[src/rtl/btn_pkg.sv]
// -----------------------------------------------------------------------------
// btn_pkg
// Shared definitions for the push-button event front end:
//   - arb_state_t  : two-state offer FSM encoding (IDLE, OFFER)
//   - N_BTN_DEF    : default number of buttons
//   - DEBOUNCE_DEF : default debounce length in clock cycles
//   - rr_next()    : round-robin successor of an index, wrapping at n-1 -> 0
// -----------------------------------------------------------------------------
package btn_pkg;

    typedef enum logic {
        IDLE  = 1'b0,
        OFFER = 1'b1
    } arb_state_t;

    localparam int N_BTN_DEF    = 4;
    localparam int DEBOUNCE_DEF = 16;

    // Successor index for the round-robin pointer. The wrap is explicit so
    // non-power-of-two button counts never leave the valid index range.
    function automatic int unsigned rr_next(input int unsigned idx,
                                            input int unsigned n);
        return (idx + 1 >= n) ? 0 : idx + 1;
    endfunction

endpackage

[src/rtl/btn_debounce_pulse.sv]
// -----------------------------------------------------------------------------
// btn_debounce_pulse
// One button lane: two-flop synchronizer, debounce counter, debounced level
// and a single-cycle press pulse on each rising debounced level.
//
// Ports:
//   clk     in   system clock
//   reset   in   synchronous active-high reset
//   btn_raw in   raw asynchronous button level (1 = pressed)
//   level   out  debounced level
//   press   out  one-cycle pulse, one cycle after level rises
// -----------------------------------------------------------------------------
module btn_debounce_pulse
    import btn_pkg::*;
#(
    parameter int DEBOUNCE_CYCLES = DEBOUNCE_DEF
) (
    input  logic clk,
    input  logic reset,
    input  logic btn_raw,
    output logic level,
    output logic press
);

    localparam int              CNT_W    = $clog2(DEBOUNCE_CYCLES + 1);
    // Counter value on the edge where it would otherwise reach DEBOUNCE_CYCLES.
    localparam logic [CNT_W-1:0] CNT_LAST = CNT_W'(DEBOUNCE_CYCLES - 1);

    logic             s1;
    logic             s2;
    logic             level_q;
    logic [CNT_W-1:0] cnt;

    always_ff @(posedge clk) begin
        if (reset) begin
            s1      <= 1'b0;
            s2      <= 1'b0;
            level   <= 1'b0;
            level_q <= 1'b0;
            press   <= 1'b0;
            cnt     <= '0;
        end else begin
            s1      <= btn_raw;
            s2      <= s1;
            level_q <= level;
            // Only rising edges of the debounced level create an event.
            press   <= level & ~level_q;

            // Any agreement with the current level restarts the run, so a
            // bouncing input never accumulates toward a level change.
            if (s2 == level) begin
                cnt <= '0;
            end else if (cnt == CNT_LAST) begin
                level <= s2;
                cnt   <= '0;
            end else begin
                cnt <= cnt + 1'b1;
            end
        end
    end

endmodule

[src/rtl/btn_event_arbiter.sv]
// -----------------------------------------------------------------------------
// btn_event_arbiter
// Debounces N_BTN push-buttons, turns every debounced press into one pending
// event bit, and offers pending events one at a time over valid/ready using
// round-robin arbitration.
//
// Ports:
//   clk        in   system clock
//   reset      in   synchronous active-high reset
//   btn        in   [N_BTN]  raw button levels, 1 = pressed
//   btn_level  out  [N_BTN]  debounced button levels
//   evt_valid  out           event offered
//   evt_id     out  [ID_W]   index of the offered button
//   evt_ready  in            consumer accepts the offered event
//   overrun    out  [N_BTN]  one-cycle pulse: press lost, event still pending
// -----------------------------------------------------------------------------
module btn_event_arbiter
    import btn_pkg::*;
#(
    parameter  int N_BTN           = N_BTN_DEF,
    parameter  int DEBOUNCE_CYCLES = DEBOUNCE_DEF,
    localparam int ID_W            = $clog2(N_BTN)
) (
    input  logic             clk,
    input  logic             reset,
    input  logic [N_BTN-1:0] btn,
    output logic [N_BTN-1:0] btn_level,
    output logic             evt_valid,
    output logic [ID_W-1:0]  evt_id,
    input  logic             evt_ready,
    output logic [N_BTN-1:0] overrun
);

    logic [N_BTN-1:0] press;
    logic [N_BTN-1:0] pending;
    logic [N_BTN-1:0] clr;
    logic [ID_W-1:0]  ptr;
    logic [ID_W-1:0]  pick_idx;
    logic             pick_found;
    logic             hs;
    int               cand;
    arb_state_t       state;

    // -------------------------------------------------------------------------
    // Per-button debounce and press detection
    // -------------------------------------------------------------------------
    for (genvar i = 0; i < N_BTN; i++) begin : g_lane
        btn_debounce_pulse #(
            .DEBOUNCE_CYCLES (DEBOUNCE_CYCLES)
        ) u_lane (
            .clk     (clk),
            .reset   (reset),
            .btn_raw (btn[i]),
            .level   (btn_level[i]),
            .press   (press[i])
        );
    end

    // -------------------------------------------------------------------------
    // Handshake and round-robin pick
    // -------------------------------------------------------------------------
    assign hs = evt_valid & evt_ready;

    always_comb begin
        clr = '0;
        if (hs) clr[evt_id] = 1'b1;
    end

    // Scan downward so the last hit written is the closest set bit at or
    // above ptr (modulo N_BTN).
    always_comb begin
        pick_found = 1'b0;
        pick_idx   = '0;
        cand       = 0;
        for (int k = N_BTN - 1; k >= 0; k--) begin
            cand = 32'(ptr) + k;
            if (cand >= N_BTN) cand = cand - N_BTN;
            if (pending[cand[ID_W-1:0]]) begin
                pick_found = 1'b1;
                pick_idx   = cand[ID_W-1:0];
            end
        end
    end

    // -------------------------------------------------------------------------
    // Pending bits, overrun pulses and the offer FSM
    // -------------------------------------------------------------------------
    always_ff @(posedge clk) begin
        if (reset) begin
            state     <= IDLE;
            evt_valid <= 1'b0;
            evt_id    <= '0;
            ptr       <= '0;
            pending   <= '0;
            overrun   <= '0;
        end else begin
            // A press landing on the cycle its old event is accepted survives
            // as a fresh pending event; otherwise a press on a pending bit is lost.
            pending <= (pending & ~clr) | press;
            overrun <= press & pending & ~clr;

            case (state)
                IDLE: begin
                    if (pick_found) begin
                        evt_id    <= pick_idx;
                        evt_valid <= 1'b1;
                        state     <= OFFER;
                    end
                end
                OFFER: begin
                    // Returning to IDLE on accept gives the mandatory bubble.
                    if (evt_ready) begin
                        evt_valid <= 1'b0;
                        ptr       <= ID_W'(rr_next(32'(evt_id), 32'(N_BTN)));
                        state     <= IDLE;
                    end
                end
                default: begin
                    evt_valid <= 1'b0;
                    state     <= IDLE;
                end
            endcase
        end
    end

endmodule
[config.mk]
export PLATFORM = sky130hd
export DESIGN_NAME = btn_event_arbiter
export DESIGN_NICKNAME = d
export VERILOG_FILES = /design/src/rtl/btn_pkg.sv /design/src/rtl/btn_debounce_pulse.sv /design/src/rtl/btn_event_arbiter.sv
export SDC_FILE = /design/constraint.sdc
export NUM_CORES = 1
export LEC_CHECK = 0
export ABC_AREA = 1
export BUFFER_PORTS_ARGS = -buffer_cell sky130_fd_sc_hd__buf_2
export CAP_MARGIN = 20
export CORE_MARGIN = 2
export CORE_UTILIZATION = 62
export CTS_BUF_LIST = sky130_fd_sc_hd__clkbuf_16
export CTS_CLUSTER_SIZE = 12
export DETAILED_ROUTE_END_ITERATION = 7
export GPL_TIMING_DRIVEN = 0
export HOLD_SLACK_MARGIN = 0.08
export PLACE_DENSITY = 0.82
export SETUP_SLACK_MARGIN = 0.1
export SLEW_MARGIN = 10
export SYNTH_ARGS = -nofsm -noshare
export SYNTH_HDL_FRONTEND = slang
export SYNTH_SLANG_ARGS = --single-unit
[constraint.sdc]
create_clock -name clk -period 2.4 [get_ports clk]
set_input_delay 0.48 -clock clk [delete_from_list [all_inputs] [get_ports clk]]
set_output_delay 0.48 -clock clk [all_outputs]
set_load 0.02 [all_outputs]
Word level (Yosys, flattened, before mapping) --
Index checks and enable logic that the tools add are counted.
Word-level totals: register bits 54, input bits 7, output and inout port bits 11, word-level logic and storage cells 124
Cells by class: add/sub/neg operators 12, $lt $le $gt $ge 11, equality and inequality tests 10, multiplexer cells 30, bitwise logic cells 19, reductions and logical operators 12
Operators with widths (number):
- $add 5x1->5 const B | 4
- $eq 5x4->1 const B | 4
- $mux 2 | 9
- $lt 2x3->1 const B | 5
- $reduce_and 2->1 | 7
- $mux 1 | 13
- $and 4x4->4 | 3
- $ge 3x3->1 const B | 4
- $reduce_or 3->1 | 4
- $not 1->1 | 9
- $bmux 1 s2 | 4
- $sub 2x1->2 const B | 4
- $add 2x1->3 const B | 2
- $add 2x2->3 const B | 2
- $and 1x1->1 | 5
- $eq 1x1->1 | 4
- $mux 4 | 1
- $ne 2x2->1 const B | 2
- $not 4->4 | 1
- $or 4x4->4 | 1
- $pmux 1 s2 | 2
- $ge 2x3->1 const B | 1
- $demux 1 s2 | 1
- $ge 2x1->1 const B | 1
- $logic_and 1x1->1 | 1

Longest topological paths before layout --
depth after elaboration 11, gate-level depth with buffers 11, mapped depth without buffers 11

Modules after synthesis --
From an unflattened synthesis, not the netlist that was laid out.
Second synthesis, totals: cells, all modules 285, area, all modules 2249.7 µm²
Modules (own cells, without submodules):
- btn_debounce_pulse | times used 4, cells each 40, area an instance 357.8 µm²
- btn_event_arbiter | times used 1, cells each 125, area an instance 818.3 µm²

Worst setup path after synthesis --
OpenSTA, ideal clock, no wires.
path kind reg-to-reg, from reg g_lane[3].u_lane.cnt[0], to reg g_lane[3].u_lane.cnt[3], library setup time 0.070 ns, arrival 1.320 ns, path slack 1.010 ns, stages on the path, launching flop included 9, period minus slack after synthesis 1.390 ns, path through dfxtp_1 -> ha_1 -> nand2_1 -> nor2_1 -> ha_1 -> a21oi_1 -> o211ai_1 -> o21bai_1 -> a21oi_1
On the way: cells in the longest elaborated chain, start to end 2, elaborated cells on any way between the ends 3, those cells by class add/sub: 1; eq/ne: 1; reduce/logical: 1
RTL lines:
- start: declaration | line btn_debounce_pulse.sv:32 | logic [CNT_W-1:0] cnt;
- start signal: assignment | line btn_debounce_pulse.sv:57 | cnt <= cnt + 1'b1;
- branches (longest 2 deep; another with $add 5x1->5)
Several ways; the timed one is not identified. A chain may end at the register's enable or synchronous reset.

Worst setup path after layout --
from reg g_lane[0].u_lane.cnt[0], to reg g_lane[0].u_lane.cnt[3]
On the way: cells in the longest elaborated chain, start to end 2, elaborated cells on any way between the ends 3, those cells by class add/sub: 1; eq/ne: 1; reduce/logical: 1
RTL lines (line):
- start: declaration | btn_debounce_pulse.sv:32
- start signal: assignment | btn_debounce_pulse.sv:57
- branches (longest 2 deep; another with $add 5x1->5)
Several ways; the timed one is not identified.

==> results.ini <==
[clock_network]
clkLatencyLatePin_ps = 290
cts_setup_buffers = 0
path_clk_slew_ps = 70
clk_path_buf_depth = 2
cts_sinks = 54
root_buffer = clkbuf_16
cts_tree = built
post_cts_resized = 0
cts_buffers = 5
ctsHoldBuffers = 0
cts_max_level = 2

[layout]
syn2layout_area_growth_pct = 12.75
final_nets = 315
multi_input_area_sq_um = 850.8
fillers = 270
drive_gt1_frac = 0.1356
final_core_util = 0.7330
regArea_sq_um = 1081
layout.cells.non_filler = 341
antennaDiodeCount = 0

[synthesis]
synth_compound_area_frac = 0.09112
synth.area.mux_share = 0
syn_area_per_cell_sq_um = 7.976
synth_flop_cell = dfxtp_1
synth_top_area_frac = 0.4983
synth_area_leaders = dfxtp_1 (50%), nand2_1 (7.8%), inv_1 (7.6%)
synth.distinct_cells = 20
synth_top_family_by_area = simple AND/OR/NAND/NOR gates
yosysMostFrequentCell = dfxtp_1
synth_xor_area_frac = 0
synth_nets = 292
yosys.area_share.simple = 0.2261
yosys_warnings = 0
async_reset_ff_frac = 0
yosys-top-cells-count = dfxtp_1 (54), nand2_1 (45), inv_1 (44), nor2_1 (38), a21oi_1 (19)
synth-seq-area-share = 0.4983
synth-edff-count = 0
synthCells = 272
ys_ff_latch = 54
syn_area_sq_um = 2170
synthAdderAreaFrac = 0.07497
synth_top_area_cell = dfxtp_1

[floorplan]
rows = 21
core-area_sq_um = 3337
ios = 18
die_area_sq_um = 3989
floorplan.initialDensity = 0.6502
die_y_microns = 63.16
die_w_microns = 63.16

[setup_path]
worstSetupStartpointType = register
critical_path_class = reg -> reg
rrSetupSlack_ps = 850
cp.arrival_ps = 1770
end_kind = register
required_ps = 2620
critPathMaxFanout = 5

[sta]
finalHoldViolCount = 0
period_share = 0.6456
post-route-min-period_ps = 1549
fin_ws_ps = 850.6
slew_violations = 0
final-setup-viol-count = 0
rsz0062_at_grt = no
max_freq_mhz = 645.4
worstMarginPinSlew_ps = 418.6
slew_headroom = 0.7209
fin_worst_skew_ps = 4.599
setup_tns_ps = 0

[route]
ant_nets = 0
firstDrtPassIters = 4
vias = 1649
via_per_inst = 4.836
wirelength_mm = 3.462
drc = 0
drt_iter0_drc = 101
routedWlPerCell_microns = 10.15

[global_routing]
grt.total_usage = 0.1986
grt_max_degree = 17
grt_pass1_wl_mm = 6.189
first_global_vias = 1536
grt-ovfl-total = 0
antenna_found_initial = 0

[outcome]
status = finished clean

[flow_run]
drv_cap = 0

[pwr]
leakagePower_nw = 1.089
power_density_nw_per_um2 = 663.8
ir_worst_vdd_uv = 675.6

[placed_design]
gp_congestion = 0.7789
place_inst = 334
hpwl_mm = 2.477
io_buffers = 16
post-place-ws_ps = 871.8

[min_path]
hold_path.class = in -> reg

## worst max-delay path, cell delays in order, from the launching register on
cell and delay (ps):
dfxtp_1 320, ha_1 210, nand2_1 70, nor2_1 50
ha_1 210, a21oi_1 130, o211ai_1 190, o21bai_1 210
a21oi_1 100
## registers in the layout (all words and copies together), names as in the netlist, 2 cells and up
register	cells
evt_id	2
g_lane.u_lane.cnt	20
g_lane.u_lane.level	4
g_lane.u_lane.level_q	4
g_lane.u_lane.press	4
g_lane.u_lane.s1	4
g_lane.u_lane.s2	4
overrun	4
pending	4
ptr	2
## logic make-up after synthesis
kind of cell / Yosys count
AOI/OAI and AO/OA: 35
adders and majority gates: 13
buffers and inverters: 56
DFF: 54
and+or+nand+nor: 114
## metal layers
| metal | routed length [microns] | share of wire | track usage | up-vias |
|---|---|---|---|---|
| li1 | - | - | - | 884 |
| met1 | 1561 | 0.45 | 0.2105 | 727 |
| met2 | 1700 | 0.49 | 0.3604 | 28 |
| met3 | 126 | 0.036 | 0.06071 | 10 |
| met4 | 73 | 0.021 | 0.08611 | 0 |
| met5 | 0 | 0 | 0 | - |
## through the flow
step	hold WS [ps]	total power, mW	cell area, sq um
2_1_floorplan	372.9	0.9497	2170
5_1_grt	390.7	1.686	2446
3_5_place_dp	380.7	0.9615	2307
6_report	385.7	1.624	2446
3_3_place_gp	375.9	0.9600	2307
4_1_cts	387.5	1.637	2446
## cell usage in the layout (no fill, tap or decap), types with 2 or more instances in the layout
cell       count
nand2_1       45
buf_2         17
nand3_1       12
nor2_1        38
nand2_2        4
nor2_2         2
clkbuf_16      5
clkbuf_1       2
a21oi_1       19
inv_1         44
o211ai_1       4
o21bai_1       5
nor3b_1        4
ha_1          13
inv_2          3
dfxtp_1       54
o21ai_0        7
buf_4          5
nor3_1         8
## layout make-up
class,count,area share
buffer,9,0.02506
clock buffer,5,0.05115
clock inverter,2,0.005627
inverter,47,0.07212
multi-input combinational,162,0.3478
sequential,54,0.4419
tap,46,0.02353
timing repair buffer,16,0.03274
## final timing paths
path / cells after the start / end / startpoint
setup / recovery: 8 / g_lane[0].u_lane.cnt[3]$_SDFF_PP0_ / g_lane[0].u_lane.cnt[0]$_SDFF_PP0_
hold reg to reg: 1 / g_lane[0].u_lane.press$_SDFF_PP0_ / g_lane[0].u_lane.level_q$_SDFF_PP0_
setup reg to reg: 8 / g_lane[0].u_lane.cnt[3]$_SDFF_PP0_ / g_lane[0].u_lane.cnt[0]$_SDFF_PP0_
hold / removal: 3 / g_lane[3].u_lane.s1$_SDFF_PP0_ / btn[3]
## where the power goes
group | switching (mW) | internal (mW) | total [mW] | leakage [nW]
logic | 0.0208 | 0.0118 | 0.0327 | 0.582
registers | 0.00439 | 0.904 | 0.909 | 0.437
clock network | 0.300 | 0.382 | 0.682 | 0.0701
total | 0.325 | 1.30 | 1.62 | 1.09
Note: power is estimated with default switching activity, not from simulation.
